$ cat src/rtl/ip_rewrite_lookup_table.sv
// Flow tuple -> rewrite address lookup table with a two-stage request/response pipeline.
// Table writes land at the clock edge; a compare in the same cycle sees the pre-write contents.
module ip_rewrite_lookup_table #(
   parameter  int TABLE_ENTRIES       = 8,
   localparam int FLOW_LOOKUP_TUPLE_W = 64,
   localparam int IP_ADDR_W           = 32,
   localparam int OCC_W               = $clog2(TABLE_ENTRIES + 1)
) (
   input  logic                           clk,
   input  logic                           rst_n,
   input  logic [TABLE_ENTRIES-1:0]       lookup_wr_table_val,
   input  logic [FLOW_LOOKUP_TUPLE_W-1:0] lookup_wr_table_tuple,
   input  logic [IP_ADDR_W-1:0]           lookup_wr_table_addr,
   input  logic                           lookup_wr_table_set,
   input  logic                           lookup_rd_req_val,
   input  logic [FLOW_LOOKUP_TUPLE_W-1:0] lookup_rd_req_tuple,
   output logic                           lookup_rd_req_rdy,
   output logic                           lookup_rd_resp_val,
   output logic                           lookup_rd_resp_hit,
   output logic [IP_ADDR_W-1:0]           lookup_rd_resp_addr,
   input  logic                           lookup_rd_resp_rdy,
   output logic [OCC_W-1:0]               lookup_table_occ
);

   logic [TABLE_ENTRIES-1:0]       valid_q, valid_d;
   logic [FLOW_LOOKUP_TUPLE_W-1:0] tag_q  [TABLE_ENTRIES];
   logic [IP_ADDR_W-1:0]           addr_q [TABLE_ENTRIES];
   logic [OCC_W-1:0]               occ_q, occ_d;

   logic                           s1_val_q, s1_val_d;
   logic [FLOW_LOOKUP_TUPLE_W-1:0] s1_tuple_q, s1_tuple_d;
   logic                           s2_val_q, s2_val_d;
   logic                           s2_hit_q, s2_hit_d;
   logic [IP_ADDR_W-1:0]           s2_addr_q, s2_addr_d;

   logic                           s1_adv;
   logic                           s2_xfer;
   logic                           req_acc;
   logic                           hit_c;
   logic [IP_ADDR_W-1:0]           addr_c;

   assign s2_xfer           = s2_val_q & lookup_rd_resp_rdy;
   assign s1_adv            = s1_val_q & (~s2_val_q | lookup_rd_resp_rdy);
   assign lookup_rd_req_rdy = ~s1_val_q | s1_adv;
   assign req_acc           = lookup_rd_req_val & lookup_rd_req_rdy;

   // Scan from the top down so the lowest matching index is the last to assign.
   always_comb begin
      hit_c  = 1'b0;
      addr_c = '0;
      for (int i = TABLE_ENTRIES - 1; i >= 0; i--) begin
         if (valid_q[i] && (tag_q[i] == s1_tuple_q)) begin
            hit_c  = 1'b1;
            addr_c = addr_q[i];
         end
      end
   end

   always_comb begin
      valid_d = valid_q;
      for (int i = 0; i < TABLE_ENTRIES; i++) begin
         if (lookup_wr_table_val[i]) valid_d[i] = lookup_wr_table_set;
      end
      occ_d = '0;
      for (int i = 0; i < TABLE_ENTRIES; i++) begin
         occ_d = occ_d + OCC_W'(valid_d[i]);
      end
   end

   always_comb begin
      s1_val_d   = s1_val_q;
      s1_tuple_d = s1_tuple_q;
      if (req_acc) begin
         s1_val_d   = 1'b1;
         s1_tuple_d = lookup_rd_req_tuple;
      end else if (s1_adv) begin
         s1_val_d   = 1'b0;
      end

      s2_val_d  = s2_val_q;
      s2_hit_d  = s2_hit_q;
      s2_addr_d = s2_addr_q;
      if (s1_adv) begin
         s2_val_d  = 1'b1;
         s2_hit_d  = hit_c;
         s2_addr_d = addr_c;
      end else if (s2_xfer) begin
         s2_val_d  = 1'b0;
         s2_hit_d  = 1'b0;
         s2_addr_d = '0;
      end
   end

   always_ff @(posedge clk or negedge rst_n) begin
      if (!rst_n) begin
         valid_q    <= '0;
         occ_q      <= '0;
         s1_val_q   <= 1'b0;
         s1_tuple_q <= '0;
         s2_val_q   <= 1'b0;
         s2_hit_q   <= 1'b0;
         s2_addr_q  <= '0;
      end else begin
         valid_q    <= valid_d;
         occ_q      <= occ_d;
         s1_val_q   <= s1_val_d;
         s1_tuple_q <= s1_tuple_d;
         s2_val_q   <= s2_val_d;
         s2_hit_q   <= s2_hit_d;
         s2_addr_q  <= s2_addr_d;
      end
   end

   // Tag/address payload is qualified by valid_q, so it carries no reset.
   always_ff @(posedge clk) begin
      for (int i = 0; i < TABLE_ENTRIES; i++) begin
         if (lookup_wr_table_val[i] && lookup_wr_table_set) begin
            tag_q[i]  <= lookup_wr_table_tuple;
            addr_q[i] <= lookup_wr_table_addr;
         end
      end
   end

   assign lookup_rd_resp_val  = s2_val_q;
   assign lookup_rd_resp_hit  = s2_hit_q;
   assign lookup_rd_resp_addr = s2_addr_q;
   assign lookup_table_occ    = occ_q;

endmodule

$ cat config.mk
export PLATFORM = sky130hd
export DESIGN_NAME = ip_rewrite_lookup_table
export DESIGN_NICKNAME = d
export VERILOG_FILES = /design/src/rtl/ip_rewrite_lookup_table.sv
export SDC_FILE = /design/constraint.sdc
export NUM_CORES = 2
export LEC_CHECK = 0
export BUFFER_PORTS_ARGS = -buffer_cell sky130_fd_sc_hd__buf_2
export CAP_MARGIN = 20
export CORE_MARGIN = 5
export CORE_UTILIZATION = 25
export DETAILED_ROUTE_END_ITERATION = 7
export PLACE_DENSITY = 0.46
export REMOVE_ABC_BUFFERS = 1
export SYNTH_ARGS = -nofsm -noshare
export SYNTH_HDL_FRONTEND = slang
export SYNTH_SLANG_ARGS = --single-unit
export TNS_END_PERCENT = 50
$ cat constraint.sdc
create_clock -name clk -period 8.74 [get_ports clk]
set_input_delay 1.748 -clock clk [delete_from_list [all_inputs] [get_ports clk]]
set_output_delay 1.748 -clock clk [all_outputs]
set_load 0.05 [all_outputs]
# Yosys cells after proc, flatten, opt, wreduce, memory -nomap -nowiden
# Memory sizes are Yosys's and may differ from the RTL's.
# Cells that the tools add are included.
# totals
ff_bits	111
ramBits	768
in_bits	173
out_inout_bits	39
word_cells	96
memories	2
# classes
n_addsub	7
eq_ne	8
muxes	47
n_bitwise	7
n_reduce_logical	18
# memory_table
name	depth	width	read_ports	rd_ports_with_merged_regs	wr	line_no	text
tag_q	8	64	8	0	8	26	logic [FLOW_LOOKUP_TUPLE_W-1:0] tag_q [TABLE_ENTRIES];
addr_q	8	32	8	0	8	27	logic [IP_ADDR_W-1:0] addr_q [TABLE_ENTRIES];
# op_table
op	n
64-bit == test	8
32-bit two-way mux	10
1-bit two-way mux	37
4-bit by 1-bit adder with 4-bit output	4
1-bit logical AND	16
3-bit by 1-bit adder with 4-bit output	1
2-bit nonzero test	2
2-bit by 1-bit adder with 3-bit output	1
1-bit AND	3
1-bit by 1-bit adder with 2-bit output	1
1-bit NOT	2
1-bit OR	2

# Longest topological paths before layout
# logic_depth
ltp_word	11
mapped_depth	11

# Worst setup path after synthesis
# No wires, ideal clock.
# synth_timing
path_kind	input to register
start	in lookup_wr_table_set
end	reg occ_q[1], in the netlist lookup_table_occ[1]
setup_time_ps	64
arrival_time_ps	6429
slack_ps	2247
stages	11
path_cell_list	and2_1 > o21bai_1 > fa_1 > inv_1 > fa_1 > inv_1 > fa_1 > ha_1 > inv_1 > fa_1 > inv_1
# synth_between
elab_chain_len	8
elab_cells_between_ends	15
cone_classes	add/sub (7); mux (8)
# synth_rtl
item	line_no	text
start, declared	14	input logic lookup_wr_table_set,
1-bit two-way mux	62	if (lookup_wr_table_val[i]) valid_d[i] = lookup_wr_table_set;
via valid_d[1]	25	logic [TABLE_ENTRIES-1:0] valid_q, valid_d;
1-bit by 1-bit adder with 2-bit output	66	occ_d = occ_d + OCC_W'(valid_d[i]);
2-bit by 1-bit adder with 3-bit output	66	
3-bit by 1-bit adder with 4-bit output	66	
4-bit by 1-bit adder with 4-bit output (4 in a row)	66	
via occ_d[1]	28	logic [OCC_W-1:0] occ_q, occ_d;
end signal, assigned	97	occ_q <= '0;
end signal, assigned	105	occ_q <= occ_d;
end, declared	28	
# The timed path passes the listed nets, and every way through them passes these cells.
# A chain may end at the register's enable or synchronous reset.

# Final worst setup path
# layout_timing
start	reg s1_tuple_q[43]
end	reg s2_addr_q[4], in the netlist lookup_rd_resp_addr[4]
# layout_between
elab_chain_len	11
elab_cells_between_ends	25
cone_classes	eq/ne (8); mux (9); reduce/logical (8)
# layout_rtl
item	line_no	text
start, declared	31	logic [FLOW_LOOKUP_TUPLE_W-1:0] s1_tuple_q, s1_tuple_d;
start signal, assigned	107	s1_tuple_q <= s1_tuple_d;
64-bit == test	52	if (valid_q[i] && (tag_q[i] == s1_tuple_q)) begin
1-bit logical AND	52	
32-bit two-way mux (7 in a row)	52	
32-bit two-way mux (*)	52	
32-bit two-way mux (*)	83	if (s1_adv) begin
end signal, assigned	110	s2_addr_q <= s2_addr_d;
end, declared	34	logic [IP_ADDR_W-1:0] s2_addr_q, s2_addr_d;
# Mark *: on every way between the ends. The rest lies on a longest branch, timed or not.

==> qor.csv <==
stage,metric,value,unit
timing,final sum of negative setup slack,0,ns
floorplan,Rows,141,
timing,setup repair after global routing missed its margin,no,
detailed_routing,detailed-routing iteration count for the pre-antenna-repair pass,6,
placed_design,final weighted congestion in routability-driven placement,0.869,
timing,final setup skew,0.0255,ns
detailed_routing,drt initial violations,2235,
critical_path,CP dominant cell by count,sky130_fd_sc_hd__nand4_1,
synth,Yosys Warn Count,0,
global_routing,global route total overflow,0,
clock_network,clock tree from TritonCTS,done,
pwr,Pwr Density,239,nW/um^2
detailed_routing,total number of vias,22642,
clock_network,clock tree buffer depth,3,
critical_path,Arrival @ worst endpoint,5.14,ns
clock_network,number of clock sinks,879,
critical_path,start-to-end type of the worst setup path,reg2reg,
finish,"leading cell type in the layout, fill and taps excluded",sky130_fd_sc_hd__edfxtp_1,
critical_path,Max stage delay on crit path,0.87,ns
placed_design,DPL Wire Length,89800,um
pwr,leakage power of the design,15.2,nW
detailed_routing,post-route antenna net violation count,0,
timing,final worst-path cycle share,51.8,%
critical_path,critical path startpoint category,flop,
detailed_routing,Detailed Route WL,138000,um
critical_path,critical-path cell with the highest stage delay,sky130_fd_sc_hd__nor4_1,
clock_network,"Setup Fix Bufs, Post-CTS",0,
global_routing,first-pass GRT wire length,187000,um
worst_hold_path,startpoint of the lowest-slack hold path,lookup_rd_resp_hit,
finish,synthesis-to-finish area growth,17.3,%
global_routing,pin count of the biggest net entering global routing,66,
clock_network,"Hold-fix buffers, CTS",0,
critical_path,Worst Reg-to-Reg Cells,9,
floorplan,y dimension of the die,395,um
finish,most frequent cells in the layout,"sky130_fd_sc_hd__edfxtp_1, sky130_fd_sc_hd__xnor2_1, sky130_fd_sc_hd__buf_2",
clock_network,H-tree depth,3,
global_routing,total global-route track usage,17.2,%
finish,final net count,2907,
clock_network,clock insertion delay at the later pin of the skew report,0.69,ns
floorplan,effective utilization at floorplan,25.1,%
critical_path,"critical path, cell by cell",xnor2_1 > nand4_1 > nor4_1 > nand4_1 > or2_1 > buf_4 > o221a_2 > o311ai_1 > a21o_1,
finish,share of post-route cells with drive strength above 1,19.2,%
critical_path,critical path peak fanout,33,
clock_network,CTS buffer count,95,
synth,Post-Syn Area,37000,um^2
critical_path,logic depth of the worst setup path including buffers,9,
synth,per-instance average area after synthesis,14.9,um^2
detailed_routing,post-detailed-route DRC marker count,0,
pwr,IR Drop Worst-Case VDD,0.000139,V
timing,total setup violations reported at the end of the flow,0,
critical_path,origin of the worst setup path,s1_tuple_q[43],
clock_network,CTS-repair resized insts,0,
timing,worst rel slew slack,24.5,%
timing,Worst Tran Pin Value,1.12,ns
detailed_routing,average via count per standard cell,4.77,
synth,synthesized netlist cell count,2491,
critical_path,required time worst endpoint,9.35,ns
synth,count of flip-flops with a built-in enable after synthesis,768,
synth,post-synthesis sequential area ratio,69.7,%
detailed_routing,detail-routed net length per standard cell,29.0,um
critical_path,endpoint type of the worst setup path,flop,
critical_path,Worst R2R Start,s1_tuple_q[43],
synth,Most used DFF post-synth,sky130_fd_sc_hd__edfxtp_1,
run_status,status,completed,
critical_path,"delay-heaviest family, CP",simple AND/OR/NAND/NOR gates,
job,MaxCap Viol Count,0,
timing,Peak Freq,221,MHz
synth,number of storage elements in the synthesis netlist,879,
synth,asr flop ratio synth,12.6,%
clock_network,Clock Pin Slew Worst Setup and Hold Paths,0.06,ns
timing,Fin Hold WS,0.502,ns
floorplan,overall die area,156000,um^2
worst_hold_path,class of the tightest hold or removal check,reg2reg,
floorplan,die extent in x,395,um
global_routing,number of antenna violations at the first check in global routing,41,
floorplan,core area,147000,um^2
critical_path,buffers and inverters on the worst path,1,
timing,final-report max-slew violation count,0,
placed_design,port buffer count,211,
timing,final hold violation count,0,
clock_network,master cell of the clock root buffer,sky130_fd_sc_hd__clkbuf_16,
floorplan,number of top-level design ports,212,
global_routing,number of global-route vias before repair,21953,
worst_hold_path,Cells on Worst Hold Path,2,
synth,number of distinct standard cells referenced by the synthesized netlist,73,
timing,final critical-path required period,4.52,ns
[logic make-up (layout without fill, tap and decap cells)]
group                      after synthesis  in the layout  synth area share (%)
AOI/OAI and AO/OA                      317            317                  7.06
xor gates and xnor gates               385            385                  9.10
adders and majority gates                7              7                 0.317
buffers and inverters                  323            638                  3.64
DFF                                    879            879                  69.7
muxes                                   70             70                  2.12
other                                    0             10                     0
and+or+nand+nor                        510            510                  8.01
[routing by layer]
metal / wire length [um] / vias to the layer above / global-route usage [%] / part of all wire [%]
met2: 64700 / 945 / 28.2 / 47
met1: 59600 / 11653 / 23.7 / 43
li1: - / 9825 / - / -
met4: 3940 / 6 / 4.11 / 2.9
met3: 9540 / 213 / 3.28 / 6.9
met5: 33 / - / 0 / 0.024
[worst reg2reg max path: stages (launching register included)]
cell and delay [ns]:
sky130_fd_sc_hd__dfrtp_1 0.84, sky130_fd_sc_hd__xnor2_1 0.19, sky130_fd_sc_hd__nand4_1 0.15, sky130_fd_sc_hd__nor4_1 0.87
sky130_fd_sc_hd__nand4_1 0.78, sky130_fd_sc_hd__or2_1 0.44, sky130_fd_sc_hd__buf_4 0.31, sky130_fd_sc_hd__o221a_2 0.36
sky130_fd_sc_hd__o311ai_1 0.35, sky130_fd_sc_hd__a21o_1 0.17
[Yosys cell counts (33+ instances only)]
library cell	instances	share of area, %
sky130_fd_sc_hd__buf_2	65	0.88
sky130_fd_sc_hd__clkbuf_1	62	0.63
sky130_fd_sc_hd__dfrtp_1	111	7.5
sky130_fd_sc_hd__edfxtp_1	768	62
sky130_fd_sc_hd__inv_1	182	1.8
sky130_fd_sc_hd__mux2_2	69	2.1
sky130_fd_sc_hd__nand2_1	50	0.51
sky130_fd_sc_hd__nand2b_1	67	1.1
sky130_fd_sc_hd__nand4_1	113	1.9
sky130_fd_sc_hd__nor2_1	45	0.46
sky130_fd_sc_hd__nor2b_1	62	1.0
sky130_fd_sc_hd__nor3_1	54	0.73
sky130_fd_sc_hd__nor4_1	55	0.93
sky130_fd_sc_hd__o211ai_1	33	0.67
sky130_fd_sc_hd__xnor2_1	249	5.9
sky130_fd_sc_hd__xor2_1	136	3.2
[metrics by stage]
step | area, um^2 | utilization, % | worst slack [ns] | total power [W] | instances
after floorplan | 36400 | - | 2.25 | 0.00585 | 2354
after global placement | 40400 | 27.4 | 3.58 | 0.00653 | 4560
after detailed placement | 40400 | 27.4 | 3.60 | 0.00653 | 4560
after CTS | 43400 | 29.4 | 4.30 | 0.0105 | 4736
after global routing | 43400 | 29.4 | 4.16 | 0.0108 | 4736
final | 43500 | 29.5 | 4.22 | 0.0104 | 4746
[final cells by class]
type | count | area (um^2)
antenna | 10 | 25.0
clock buffer | 143 | 2730
clock inverter | 33 | 256
fill | 14945 | 104000
inverter | 186 | 698
multi-input combinational | 1289 | 9940
sequential | 879 | 25800
tap | 1930 | 2410
timing repair buffer | 276 | 1550
[sequential cells by signal, indices dropped and copies added, names as in the netlist]
signal	cells
valid_q	8
s1_val_q	1
lookup_rd_resp_val	1
s1_tuple_q	64
tag_q	512
lookup_table_occ	4
lookup_rd_resp_hit	1
addr_q	256
lookup_rd_resp_addr	32
[where the power goes]
group | switching [W] | leakage [nW] | internal, W
combinational | 0.000842 | 5.16 | 0.000453
sequential | 0.000238 | 8.58 | 0.00491
clock | 0.00169 | 1.46 | 0.00224
[path summary, 6_finish.rpt]
| kind | endpoint | slack (ns) |
|---|---|---|
| worst min register to register | lookup_rd_resp_hit | 0.50 |
| worst min-delay path | lookup_rd_resp_hit | 0.50 |
| worst max-delay path | lookup_rd_resp_addr[4] | 4.22 |
| min in group asynchronous | s1_tuple_q[29] | 1.09 |
| worst max register to register | lookup_rd_resp_addr[4] | 4.22 |
| max in group asynchronous | s1_tuple_q[27] | 6.25 |
Note: power is estimated with default switching activity, not from simulation.
